### src/rtl/cache_mem_block_buffer_pkg.sv
// Shared constants for the cache-to-external-memory block buffer.
// Holds the FSM state encoding and the default address, block and length widths.
package cache_mem_block_buffer_pkg;

    localparam int DEF_BW_ADDR  = 26;
    localparam int DEF_BW_BLOCK = 4;
    localparam int BW_DATA      = 32;
    localparam int BW_LEN       = DEF_BW_BLOCK + 1;

    localparam logic [2:0] ST_IDLE       = 3'd0;
    localparam logic [2:0] ST_WR_COLLECT = 3'd1;
    localparam logic [2:0] ST_WR_CMD     = 3'd2;
    localparam logic [2:0] ST_WR_DATA    = 3'd3;
    localparam logic [2:0] ST_RD_CMD     = 3'd4;
    localparam logic [2:0] ST_RD_FILL    = 3'd5;

endpackage

### src/rtl/cache_mem_block_buffer_if.sv
// Cache-side command/data strobes and external-memory burst interface.
// The slave modport is the buffer's view; master is the cache plus memory side.
interface cache_mem_block_buffer_if
    import cache_mem_block_buffer_pkg::*;
#(
    parameter int BW_ADDR  = DEF_BW_ADDR,
    parameter int BW_BLOCK = DEF_BW_BLOCK
);
    // cache controller side
    logic                  req_i;
    logic                  req_block_i;
    logic                  rw_i;
    logic [BW_ADDR-1:0]    add_i;
    logic                  write_i;
    logic [BW_DATA-1:0]    data_i;
    logic                  read_i;
    logic                  ready_req_o;
    logic                  ready_write_o;
    logic                  ready_read_o;
    logic [BW_DATA-1:0]    data_o;

    // external memory side
    logic                  ext_req_o;
    logic                  ext_ack_i;
    logic                  ext_rw_o;
    logic [BW_ADDR-1:0]    ext_add_o;
    logic [BW_BLOCK:0]     ext_len_o;
    logic                  ext_wvalid_o;
    logic [BW_DATA-1:0]    ext_wdata_o;
    logic                  ext_wready_i;
    logic                  ext_rvalid_i;
    logic [BW_DATA-1:0]    ext_rdata_i;

    modport slave (
        input  req_i, req_block_i, rw_i, add_i, write_i, data_i, read_i,
        output ready_req_o, ready_write_o, ready_read_o, data_o,
        output ext_req_o, ext_rw_o, ext_add_o, ext_len_o, ext_wvalid_o, ext_wdata_o,
        input  ext_ack_i, ext_wready_i, ext_rvalid_i, ext_rdata_i
    );

    modport master (
        output req_i, req_block_i, rw_i, add_i, write_i, data_i, read_i,
        input  ready_req_o, ready_write_o, ready_read_o, data_o,
        input  ext_req_o, ext_rw_o, ext_add_o, ext_len_o, ext_wvalid_o, ext_wdata_o,
        output ext_ack_i, ext_wready_i, ext_rvalid_i, ext_rdata_i
    );

endinterface

### src/rtl/cache_mem_block_buffer_sync_fifo_fwft.sv
// Single-clock first-word-fall-through FIFO; DEPTH must be a power of two.
// dout reads as zero while empty so downstream buses idle at a known value.
module sync_fifo_fwft #(
    parameter int DEPTH = 16,
    parameter int WIDTH = 32
) (
    input  logic             clk,
    input  logic             rst_n,
    input  logic             flush,
    input  logic             push,
    input  logic             pop,
    input  logic [WIDTH-1:0] din,
    output logic [WIDTH-1:0] dout,
    output logic             empty,
    output logic             full
);
    localparam int AW = $clog2(DEPTH);

    logic [AW-1:0]    wr_ptr_q, wr_ptr_d;
    logic [AW-1:0]    rd_ptr_q, rd_ptr_d;
    logic [AW:0]      count_q, count_d;
    logic [WIDTH-1:0] mem_q [DEPTH];
    logic             do_push, do_pop;

    assign empty   = (count_q == '0);
    assign full    = (count_q == (AW+1)'(DEPTH));
    assign do_push = push & ~full;
    assign do_pop  = pop & ~empty;
    assign dout    = empty ? '0 : mem_q[rd_ptr_q];

    // NOTE: every variable gets a default at the top of always_comb so no path leaves it unassigned and infers a latch.
    always_comb begin
        wr_ptr_d = wr_ptr_q;
        rd_ptr_d = rd_ptr_q;
        count_d  = count_q;
        if (do_push) wr_ptr_d = wr_ptr_q + 1'b1;
        if (do_pop)  rd_ptr_d = rd_ptr_q + 1'b1;
        case ({do_push, do_pop})
            2'b10:   count_d = count_q + 1'b1;
            2'b01:   count_d = count_q - 1'b1;
            default: count_d = count_q;
        endcase
        if (flush) begin
            wr_ptr_d = '0;
            rd_ptr_d = '0;
            count_d  = '0;
        end
    end

    // NOTE: sequential state uses non-blocking assignments so all flops update together from pre-edge values.
    always_ff @(posedge clk or negedge rst_n) begin
        if (!rst_n) begin
            wr_ptr_q <= '0;
            rd_ptr_q <= '0;
            count_q  <= '0;
        end else begin
            wr_ptr_q <= wr_ptr_d;
            rd_ptr_q <= rd_ptr_d;
            count_q  <= count_d;
        end
    end

    // NOTE: the storage array has no reset; validity is tracked by count_q, so resetting it would only cost area.
    always_ff @(posedge clk) begin
        if (do_push) mem_q[wr_ptr_q] <= din;
    end

endmodule

### src/rtl/cache_mem_block_buffer.sv
// Buffers one cache read/write command (single word or whole block) and
// replays it as a single burst on the external memory command/data interface.
module cache_mem_block_buffer
    import cache_mem_block_buffer_pkg::*;
#(
    parameter int BW_ADDR     = DEF_BW_ADDR,
    parameter int BW_BLOCK    = DEF_BW_BLOCK,
    parameter int BLOCK_WORDS = 2 ** DEF_BW_BLOCK
) (
    input  logic                      clock_i,
    input  logic                      resetn_i,
    cache_mem_block_buffer_if.slave   bus,
    output logic                      busy_o,
    output logic                      err_o
);
    localparam int LEN_W = BW_BLOCK + 1;

    typedef logic [LEN_W-1:0] len_t;

    typedef struct packed {
        logic               rw;
        len_t               len;
        logic [BW_ADDR-1:0] addr;
    } cmd_t;

    logic [2:0]         state_q, state_d;
    cmd_t               cmd_q, cmd_d;
    len_t               in_cnt_q, in_cnt_d;
    len_t               out_cnt_q, out_cnt_d;
    logic               err_q, err_d;

    logic               fifo_push, fifo_pop;
    logic [BW_DATA-1:0] fifo_din, fifo_dout;
    logic               fifo_empty, fifo_full;

    logic               in_idle, ready_write, ready_read, rd_room;
    logic               wr_push, rd_push, wr_pop, rd_pop, wvalid;

    // Handshake qualifiers; the in-count limit stops pushes once N words are held.
    assign in_idle     = (state_q == ST_IDLE);
    assign ready_write = (state_q == ST_WR_COLLECT) && (in_cnt_q < cmd_q.len) && !fifo_full;
    assign rd_room     = (state_q == ST_RD_FILL) && (in_cnt_q < cmd_q.len) && !fifo_full;
    assign ready_read  = (state_q == ST_RD_FILL) && !fifo_empty;
    assign wvalid      = (state_q == ST_WR_DATA) && !fifo_empty;

    assign wr_push   = bus.write_i & ready_write;
    assign rd_push   = bus.ext_rvalid_i & rd_room;
    assign wr_pop    = wvalid & bus.ext_wready_i;
    assign rd_pop    = bus.read_i & ready_read;
    assign fifo_push = wr_push | rd_push;
    assign fifo_pop  = wr_pop | rd_pop;
    assign fifo_din  = (state_q == ST_RD_FILL) ? bus.ext_rdata_i : bus.data_i;

    // Reads and writes never overlap, so one FIFO serves both directions.
    sync_fifo_fwft #(
        .DEPTH (BLOCK_WORDS),
        .WIDTH (BW_DATA)
    ) u_fifo (
        .clk   (clock_i),
        .rst_n (resetn_i),
        .flush (~resetn_i),
        .push  (fifo_push),
        .pop   (fifo_pop),
        .din   (fifo_din),
        .dout  (fifo_dout),
        .empty (fifo_empty),
        .full  (fifo_full)
    );

    always_comb begin
        state_d   = state_q;
        cmd_d     = cmd_q;
        in_cnt_d  = in_cnt_q + {{(LEN_W-1){1'b0}}, fifo_push};
        out_cnt_d = out_cnt_q + {{(LEN_W-1){1'b0}}, fifo_pop};
        err_d     = err_q
                  | (bus.write_i & ~ready_write)
                  | (bus.read_i & ~ready_read)
                  | (bus.ext_rvalid_i & ~rd_room);

        case (state_q)
            ST_IDLE: begin
                if (bus.req_i) begin
                    cmd_d.rw   = bus.rw_i;
                    cmd_d.len  = bus.req_block_i ? len_t'(BLOCK_WORDS) : len_t'(1);
                    cmd_d.addr = bus.req_block_i
                               ? {bus.add_i[BW_ADDR-1:BW_BLOCK], {BW_BLOCK{1'b0}}}
                               : bus.add_i;
                    in_cnt_d   = '0;
                    out_cnt_d  = '0;
                    state_d    = bus.rw_i ? ST_WR_COLLECT : ST_RD_CMD;
                end
            end
            // Registered count check gives one idle cycle after the last word.
            ST_WR_COLLECT: if (in_cnt_q == cmd_q.len) state_d = ST_WR_CMD;
            ST_WR_CMD:     if (bus.ext_ack_i) state_d = ST_WR_DATA;
            ST_WR_DATA:    if (out_cnt_d == cmd_q.len) state_d = ST_IDLE;
            ST_RD_CMD:     if (bus.ext_ack_i) state_d = ST_RD_FILL;
            ST_RD_FILL: begin
                if ((in_cnt_d == cmd_q.len) && (out_cnt_d == cmd_q.len)) state_d = ST_IDLE;
            end
            default:       state_d = ST_IDLE;
        endcase
    end

    always_ff @(posedge clock_i or negedge resetn_i) begin
        if (!resetn_i) begin
            state_q   <= ST_IDLE;
            cmd_q     <= '0;
            in_cnt_q  <= '0;
            out_cnt_q <= '0;
            err_q     <= 1'b0;
        end else begin
            state_q   <= state_d;
            cmd_q     <= cmd_d;
            in_cnt_q  <= in_cnt_d;
            out_cnt_q <= out_cnt_d;
            err_q     <= err_d;
        end
    end

    assign bus.ready_req_o   = in_idle;
    assign bus.ready_write_o = ready_write;
    assign bus.ready_read_o  = ready_read;
    assign bus.data_o        = fifo_dout;
    assign bus.ext_req_o     = (state_q == ST_WR_CMD) || (state_q == ST_RD_CMD);
    assign bus.ext_rw_o      = cmd_q.rw;
    assign bus.ext_add_o     = cmd_q.addr;
    assign bus.ext_len_o     = cmd_q.len;
    assign bus.ext_wvalid_o  = wvalid;
    assign bus.ext_wdata_o   = fifo_dout;
    assign busy_o            = !in_idle;
    assign err_o             = err_q;

endmodule

### src/flat_wrapper.sv
// flat-port wrapper written by rule: the top's interface ports become plain ports
module cache_mem_block_buffer_flat import cache_mem_block_buffer_pkg::*;
#(
    parameter int BW_ADDR     = DEF_BW_ADDR,
    parameter int BW_BLOCK    = DEF_BW_BLOCK,
    parameter int BLOCK_WORDS = 2 ** DEF_BW_BLOCK
)
  (clock_i, resetn_i, busy_o, err_o, bus_req_i, bus_req_block_i, bus_rw_i, bus_add_i, bus_write_i, bus_data_i, bus_read_i, bus_ready_req_o, bus_ready_write_o, bus_ready_read_o, bus_data_o, bus_ext_req_o, bus_ext_rw_o, bus_ext_add_o, bus_ext_len_o, bus_ext_wvalid_o, bus_ext_wdata_o, bus_ext_ack_i, bus_ext_wready_i, bus_ext_rvalid_i, bus_ext_rdata_i);
  cache_mem_block_buffer_if #(.BW_ADDR(BW_ADDR), .BW_BLOCK(BW_BLOCK)) bus_i ();
  input  logic clock_i;
  input  logic resetn_i;
  output logic busy_o;
  output logic err_o;
  input wire logic [$bits(bus_i.req_i)-1:0] bus_req_i;
  input wire logic [$bits(bus_i.req_block_i)-1:0] bus_req_block_i;
  input wire logic [$bits(bus_i.rw_i)-1:0] bus_rw_i;
  input wire logic [$bits(bus_i.add_i)-1:0] bus_add_i;
  input wire logic [$bits(bus_i.write_i)-1:0] bus_write_i;
  input wire logic [$bits(bus_i.data_i)-1:0] bus_data_i;
  input wire logic [$bits(bus_i.read_i)-1:0] bus_read_i;
  output wire logic [$bits(bus_i.ready_req_o)-1:0] bus_ready_req_o;
  output wire logic [$bits(bus_i.ready_write_o)-1:0] bus_ready_write_o;
  output wire logic [$bits(bus_i.ready_read_o)-1:0] bus_ready_read_o;
  output wire logic [$bits(bus_i.data_o)-1:0] bus_data_o;
  output wire logic [$bits(bus_i.ext_req_o)-1:0] bus_ext_req_o;
  output wire logic [$bits(bus_i.ext_rw_o)-1:0] bus_ext_rw_o;
  output wire logic [$bits(bus_i.ext_add_o)-1:0] bus_ext_add_o;
  output wire logic [$bits(bus_i.ext_len_o)-1:0] bus_ext_len_o;
  output wire logic [$bits(bus_i.ext_wvalid_o)-1:0] bus_ext_wvalid_o;
  output wire logic [$bits(bus_i.ext_wdata_o)-1:0] bus_ext_wdata_o;
  input wire logic [$bits(bus_i.ext_ack_i)-1:0] bus_ext_ack_i;
  input wire logic [$bits(bus_i.ext_wready_i)-1:0] bus_ext_wready_i;
  input wire logic [$bits(bus_i.ext_rvalid_i)-1:0] bus_ext_rvalid_i;
  input wire logic [$bits(bus_i.ext_rdata_i)-1:0] bus_ext_rdata_i;
  assign bus_i.req_i = bus_req_i;
  assign bus_i.req_block_i = bus_req_block_i;
  assign bus_i.rw_i = bus_rw_i;
  assign bus_i.add_i = bus_add_i;
  assign bus_i.write_i = bus_write_i;
  assign bus_i.data_i = bus_data_i;
  assign bus_i.read_i = bus_read_i;
  assign bus_ready_req_o = bus_i.ready_req_o;
  assign bus_ready_write_o = bus_i.ready_write_o;
  assign bus_ready_read_o = bus_i.ready_read_o;
  assign bus_data_o = bus_i.data_o;
  assign bus_ext_req_o = bus_i.ext_req_o;
  assign bus_ext_rw_o = bus_i.ext_rw_o;
  assign bus_ext_add_o = bus_i.ext_add_o;
  assign bus_ext_len_o = bus_i.ext_len_o;
  assign bus_ext_wvalid_o = bus_i.ext_wvalid_o;
  assign bus_ext_wdata_o = bus_i.ext_wdata_o;
  assign bus_i.ext_ack_i = bus_ext_ack_i;
  assign bus_i.ext_wready_i = bus_ext_wready_i;
  assign bus_i.ext_rvalid_i = bus_ext_rvalid_i;
  assign bus_i.ext_rdata_i = bus_ext_rdata_i;
  cache_mem_block_buffer #(.BW_ADDR(BW_ADDR), .BW_BLOCK(BW_BLOCK), .BLOCK_WORDS(BLOCK_WORDS)) u_core (.clock_i(clock_i), .resetn_i(resetn_i), .bus(bus_i), .busy_o(busy_o), .err_o(err_o));
endmodule
### config.mk
export PLATFORM = sky130hd
export DESIGN_NAME = cache_mem_block_buffer_flat
export DESIGN_NICKNAME = d
export VERILOG_FILES = /design/src/rtl/cache_mem_block_buffer_pkg.sv /design/src/rtl/cache_mem_block_buffer_if.sv /design/src/rtl/cache_mem_block_buffer_sync_fifo_fwft.sv /design/src/rtl/cache_mem_block_buffer.sv /design/src/flat_wrapper.sv
export SDC_FILE = /design/constraint.sdc
export NUM_CORES = 1
export LEC_CHECK = 0
export BUFFER_PORTS_ARGS = -buffer_cell sky130_fd_sc_hd__buf_2
export CORE_MARGIN = 3
export CORE_UTILIZATION = 40
export CTS_CLUSTER_SIZE = 24
export DETAILED_ROUTE_END_ITERATION = 10
export SYNTH_ARGS = -nofsm -noshare
export SYNTH_HDL_FRONTEND = slang
export SYNTH_SLANG_ARGS = --single-unit
### constraint.sdc
create_clock -name clock_i -period 4.2 [get_ports clock_i]
set_clock_uncertainty 0.05 [all_clocks]
set_input_delay 0.21 -clock clock_i [delete_from_list [all_inputs] [get_ports clock_i]]
set_output_delay 0.21 -clock clock_i [all_outputs]
set_load 0.02 [all_outputs]
; Word-level counts from Yosys, hierarchy flattened
; Memories as Yosys holds them, arrays and structs flattened.
; Cells that the tools add are included.
[totals]
reg_bits = 59
mem_bits_rw = 512
input_bits = 100
out_inout_bits = 103
word_cells = 96
mem_count = 1
[op_classes]
add_sub_neg = 6
n_lt_le_gt_ge = 1
n_eq_ne = 20
n_mux = 24
bitwise = 19
reduce_logical = 15
[mem_list]
columns = name, depth, width, read_ports, rd_ports_with_merged_regs, write_ports, line
row1 = u_core.u_fifo.mem_q, 16, 32, 1, 0, 1, cache_mem_block_buffer_sync_fifo_fwft.sv:22  ; logic [WIDTH-1:0] mem_q [DEPTH];
[op_table]
columns = operator, count
row1 = $mux 32, 2
row2 = $mux 5, 6
row3 = $mux 3, 7
row4 = $mux 4, 5
row5 = $pmux 3 s6, 1
row6 = $eq 5x5->1, 3
row7 = $ne 2x2->1 const B, 6
row8 = $add 5x1->5, 2
row9 = $pmux 5 s2, 1
row10 = $and 1x1->1, 9
row11 = $add 4x1->4 const B, 2
row12 = $logic_and 1x1->1, 7
row13 = $eq 3x2->1 const B, 2
row14 = $eq 3x3->1 const B, 2
row15 = $reduce_and 6->1, 1
row16 = $add 5x1->5 const B, 1
row17 = $eq 5x5->1 const B, 1
row18 = $logic_not 5->1, 1
row19 = $lt 5x5->1, 1
row20 = $not 1->1, 5
row21 = $or 1x1->1, 5
row22 = $sub 5x1->5 const B, 1
row23 = $ne 2x1->1 const B, 2
row24 = $eq 3x1->1 const B, 1
row25 = other kinds (8), 11

; Logic depth before layout (Yosys ltp)
[logic_depth]
ltp_word = 10
depth_mapped = 13
depth_no_buf = 13

; By module
; A second synthesis with hierarchy kept.
[hier_totals]
hier_cells = 1199
hier_area_um2 = 23138.4
[by_module_without_submodules]
columns = module, instances, cells_per_inst, area_per_inst_um2, seq_area_each_um2
row1 = sync_fifo_fwft, 1, 911, 20442.1, 15700.1
row2 = cache_mem_block_buffer, 1, 288, 2696.3, 1076.0

; Worst setup path before layout
; OpenSTA, ideal clock, no wires.
[synth_path]
kind = register to register
from = reg u_core.u_fifo.count_q[1]
to = reg u_core.state_q[0]
setup_time_ns = 0.128
arrival_ns = 2.918
required_time_ns = 4.022
path_slack_ns = 1.104
stages_incl_launch_ff = 12
n_path_buf = 0
synth_period_minus_slack_ns = 3.096
path_cell_list = dfrtp_1 or4_4 o221a_2 nand2_2 inv_2 ha_1 ha_1 and3_1 xnor3_1 a31oi_1 nor3b_1 mux2_1
[synth_via]
elab_chain_cells = 10
word_cells_on_any_way = 22
cone_classes = add/sub: 2 / eq/ne: 5 / bitwise: 6 / reduce/logical: 9
[synth_lines]
columns = item, line
row1 = start: declaration, cache_mem_block_buffer_sync_fifo_fwft.sv:21  ; logic [AW:0] count_q, count_d;
row2 = start signal: assignment, cache_mem_block_buffer_sync_fifo_fwft.sv:59  ; count_q <= count_d;
row3 = $eq 5x5->1 / $logic_not 5->1 (equally long branches), "cache_mem_block_buffer_sync_fifo_fwft.sv:26, cache_mem_block_buffer_sync_fifo_fwft.sv:25"
row4 = $logic_not 1->1 (on tied branches), n/a
row5 = $logic_and 1x1->1 (on tied branches), n/a
row6 = $and 1x1->1 (on tied branches), n/a
row7 = $or 1x1->1 (on tied branches), "cache_mem_block_buffer.sv:50, cache_mem_block_buffer.sv:51"
row8 = $add 5x1->5 (on tied branches), "cache_mem_block_buffer.sv:73, cache_mem_block_buffer.sv:74"
row9 = $eq 5x5->1 (on tied branches), "cache_mem_block_buffer.sv:99, cache_mem_block_buffer.sv:96"
row10 = $logic_and 1x1->1, cache_mem_block_buffer.sv:99  ; if ((in_cnt_d == cmd_q.len) && (out_cnt_d == cmd_q.len)) state_d = ST_IDLE;
row11 = $ne 2x2->1 (no source line), n/a
row12 = $reduce_and 6->1 (no source line) *, n/a
row13 = end signal: assignment, cache_mem_block_buffer.sv:113  ; state_q <= state_d;
row14 = end: declaration, cache_mem_block_buffer.sv:26  ; logic [2:0] state_q, state_d;
; Every way passes the cells marked *; elsewhere a longest branch is shown, timed or not.
; A chain may end at the register's enable or synchronous reset.

; Worst setup path after layout
[layout_path]
from = reg u_core.u_fifo.rd_ptr_q[0]
to = out bus_ext_wdata_o[2]
[layout_via]
elab_chain_cells = 2
[layout_lines]
columns = item, line
row1 = start: declaration, cache_mem_block_buffer_sync_fifo_fwft.sv:20  ; logic [AW-1:0] rd_ptr_q, rd_ptr_d;
row2 = start signal: assignment, cache_mem_block_buffer_sync_fifo_fwft.sv:58  ; rd_ptr_q <= rd_ptr_d;
row3 = $mem_v2 16x32, n/a
row4 = $mux 32, cache_mem_block_buffer_sync_fifo_fwft.sv:29  ; assign dout = empty ? '0 : mem_q[rd_ptr_q];
row5 = end: declaration, flat_wrapper.sv:30  ; output wire logic [$bits(bus_i.ext_wdata_o)-1:0] bus_ext_wdata_o;
; No other way between the ends.

==> metrics.yaml <==
status: "finished, final reports clean"
critPathLaunchType: "flip-flop"
holdPathEnd: "u_core.state_q[2]"
min-delay-start: "bus_ext_ack_i"
antenna_found_initial: 0
pin_count: 203
place_congestion: 0.7319
rsz0062_at_grt: "false"
grt_first_pass_wirelength_mm: 74.80
crit_fanout: 44
clk_pin_slew_ns: 0.06
num_antenna_cells: 0
die_x_um: 246.0
synth_top_area_share: 0.6672
end_kind: "output pin"
dieHeight_um: 246.0
r2r_start: "u_core.u_fifo.count_q[1]"
netlist_top_cells_area: "edfxtp_1, mux4_2, dfrtp_1"
seqCellArea_um2: 16790
pre_cts_ws_ns: 0.7496
ant_nets: 0
nets: 1498
arrival_ns: 3.23
routed-via-count: 11405
cts-root-buf: "clkbuf_16"
finalWorstSetupSlack_ns: 0.7081
rr_worst_depth: 11
min_period_ns: 3.492
cts_tree: "yes"
core_area_um2: 56710
seq_area_frac_synth: 0.7280
fp.dieArea_um2: 60520
synth.largest_area_cell: "edfxtp_1"
drt_iter0_drc: 838
p_leak_nw: 9.386
setup_viol: 0
grt_overflow: 0
fill_cells: 4616
ys.flop_type: "edfxtp_1"
dp_hpwl_mm: 29.60
final-hold-violation-count: 0
tightest_slew_ns: 1.261
clk_path_buf_depth: 3
first_global_vias: 11972
crit_type: "reg2out"
io_buffers: 199
avgViaCountPerCell: 5.213
initial_core_util: 0.4063
ys_warn_count: 0
drive_above_1_share: 0.3848
multi_input_area_um2: 5728
grt_max_degree: 49
clock-sinks: 568
whs_path_depth: 5
grt_usage: 0.1664
row_count: 87
maxCapViolCount: 0
wl_per_cell_um: 22.56
slew_viol_final: 0
htreeDepth: 2
p_per_area_nw_per_um2: 528.5
async_flop_share: 0.09859
tns_ns: 0
area_growth_pct: 18.16
first_pass_iters: 6
clkLatencyLatePin_ns: 0.60
numCtsBuffers: 58
wl_mm: 49.35
syn_area_per_cell_um2: 20.21
finalCritPeriodShare: 0.8314
reg2reg_slack_ns: 0.78
synth.distinct_cells: 54
max_freq_mhz: 286.4
peakVddDrop_v: 0.0003499
hp-class: "in2reg"
netlist_instances: 1140
cp.required_ns: 3.94
r2r_end: "u_core.state_q[0]"
fin_hold_ws_ns: 0.06795
synth-seq-cells: 568
drc: 0
slew_headroom: 0.1583
synth_edf_count: 512
syn_area_um2: 23040
[area by class of cell]
cell class,instances,share of cell area
clock buffer,72,0.05790
multi-input combinational,469,0.2104
sequential,568,0.6165
timing repair buffer,271,0.06342
clock inverter,37,0.01480
tap,756,0.03474
inverter,15,0.002252
[state kept, by name, summed over array words and instances (netlist names)]
register,count
u_core.u_fifo.mem_q,512
u_core.u_fifo.count_q,5
u_core.u_fifo.rd_ptr_q,4
u_core.err_o,1
u_core.state_q,3
u_core.u_fifo.wr_ptr_q,4
u_core.out_cnt_q,5
u_core.bus.ext_len_o,2
u_core.in_cnt_q,5
u_core.bus.ext_add_o,26
u_core.bus.ext_rw_o,1
[power by group]
group | total (W) | internal [W] | switching, W
registers | 0.00676 | 0.00659 | 0.000161
logic | 0.00238 | 0.000842 | 0.00154
clock network | 0.00525 | 0.00315 | 0.00210
total | 0.0144 | 0.0106 | 0.00380
[stage by stage]
step | util | power [W] | cell area (um^2) | std cells
global placement | 0.4388 | 0.009204 | 24890 | 2043
detailed placement | 0.4388 | 0.009258 | 24890 | 2043
global route | 0.4801 | 0.01503 | 27230 | 2188
CTS | 0.4801 | 0.01456 | 27230 | 2188
finish | 0.4801 | 0.01439 | 27230 | 2188
floorplan | - | 0.008527 | 23050 | 1142
[worst max-delay path, cell delays in order (launching register included)]
cell     delay (ns)
dfrtp_4        0.76
buf_12         0.39
mux4_2         0.56
mux4_2         0.54
nor2b_1        0.17
buf_2          0.17
[placed cells by master (no fill, tap or decap), types with 9 or more instances in the layout]
cell type,Yosys,routed
dfrtp_1,56,52
clkbuf_16,0,60
edfxtp_1,512,512
clkinv_2,0,12
and2_1,18,10
xnor2_1,11,11
mux2_2,33,33
buf_2,6,199
clkinv_1,0,12
nand2_1,90,89
buf_4,46,28
o21ai_0,9,9
nor2_1,17,15
dlygate4sd3_1,0,36
clkbuf_1,34,9
nor2b_1,36,36
mux4_2,160,160
inv_1,11,11
ha_1,14,14
[logic make-up (layout without fill, tap and decap cells)]
family,count (synthesis),count (layout),share of synthesized area
and+or+nand+nor,200,200,0.04414
muxes,199,199,0.1752
adders and majority gates,15,15,0.008471
buffers and inverters,105,395,0.02514
other,1,3,0.0001627
DFF,568,568,0.7280
xor gates and xnor gates,18,18,0.008036
AOI/OAI and AO/OA,34,34,0.01086
[synth_stat cells (4+ instances only)]
cell	count
xor2_1	5
buf_1	4
mux2i_1	5
buf_4	46
and2_1	18
nor3b_1	4
nand2_1	90
and3_1	6
buf_2	6
and4_1	4
o21ai_0	9
nor3_1	4
nand2b_1	4
nand3_1	5
clkbuf_1	34
inv_1	11
ha_1	14
mux2_2	33
dfrtp_1	56
nor2_1	17
mux4_2	160
xnor2_1	11
edfxtp_1	512
nor2b_1	36
[layer usage]
| metal | vias to the layer above | routed length [um] | track usage |
|---|---|---|---|
| met3 | 68 | 2442 | 0.03015 |
| met5 | - | 0 | 0 |
| met1 | 6003 | 21750 | 0.2334 |
| met2 | 304 | 24210 | 0.2710 |
| met4 | 0 | 948 | 0.04238 |
| li1 | 5030 | - | - |
[timing repair]
action / CTS / global route
buffers inserted: 0 / 0
resized for setup: 0 / 0
hold buffers: 36 / 0
endpoints found under the hold margin: 60 / 0
[how the worst max path moves through the flow]
| stage | startpoint | to | slack (ns) |
|---|---|---|---|
| detailed placement | u_core.u_fifo.count_q[1] | u_core.state_q[0] | 0.75 |
| global placement | u_core.u_fifo.count_q[1] | u_core.state_q[0] | 0.83 |
| floorplan | u_core.u_fifo.count_q[1] | u_core.state_q[0] | 1.10 |
| finish | u_core.u_fifo.rd_ptr_q[0] | bus_ext_wdata_o[2] | 0.71 |
| CTS | u_core.u_fifo.rd_ptr_q[0] | bus_ext_wdata_o[2] | 0.61 |
| global route | u_core.u_fifo.rd_ptr_q[0] | bus_ext_wdata_o[2] | 0.51 |
No activity file was read; power rests on OpenSTA's default activity.
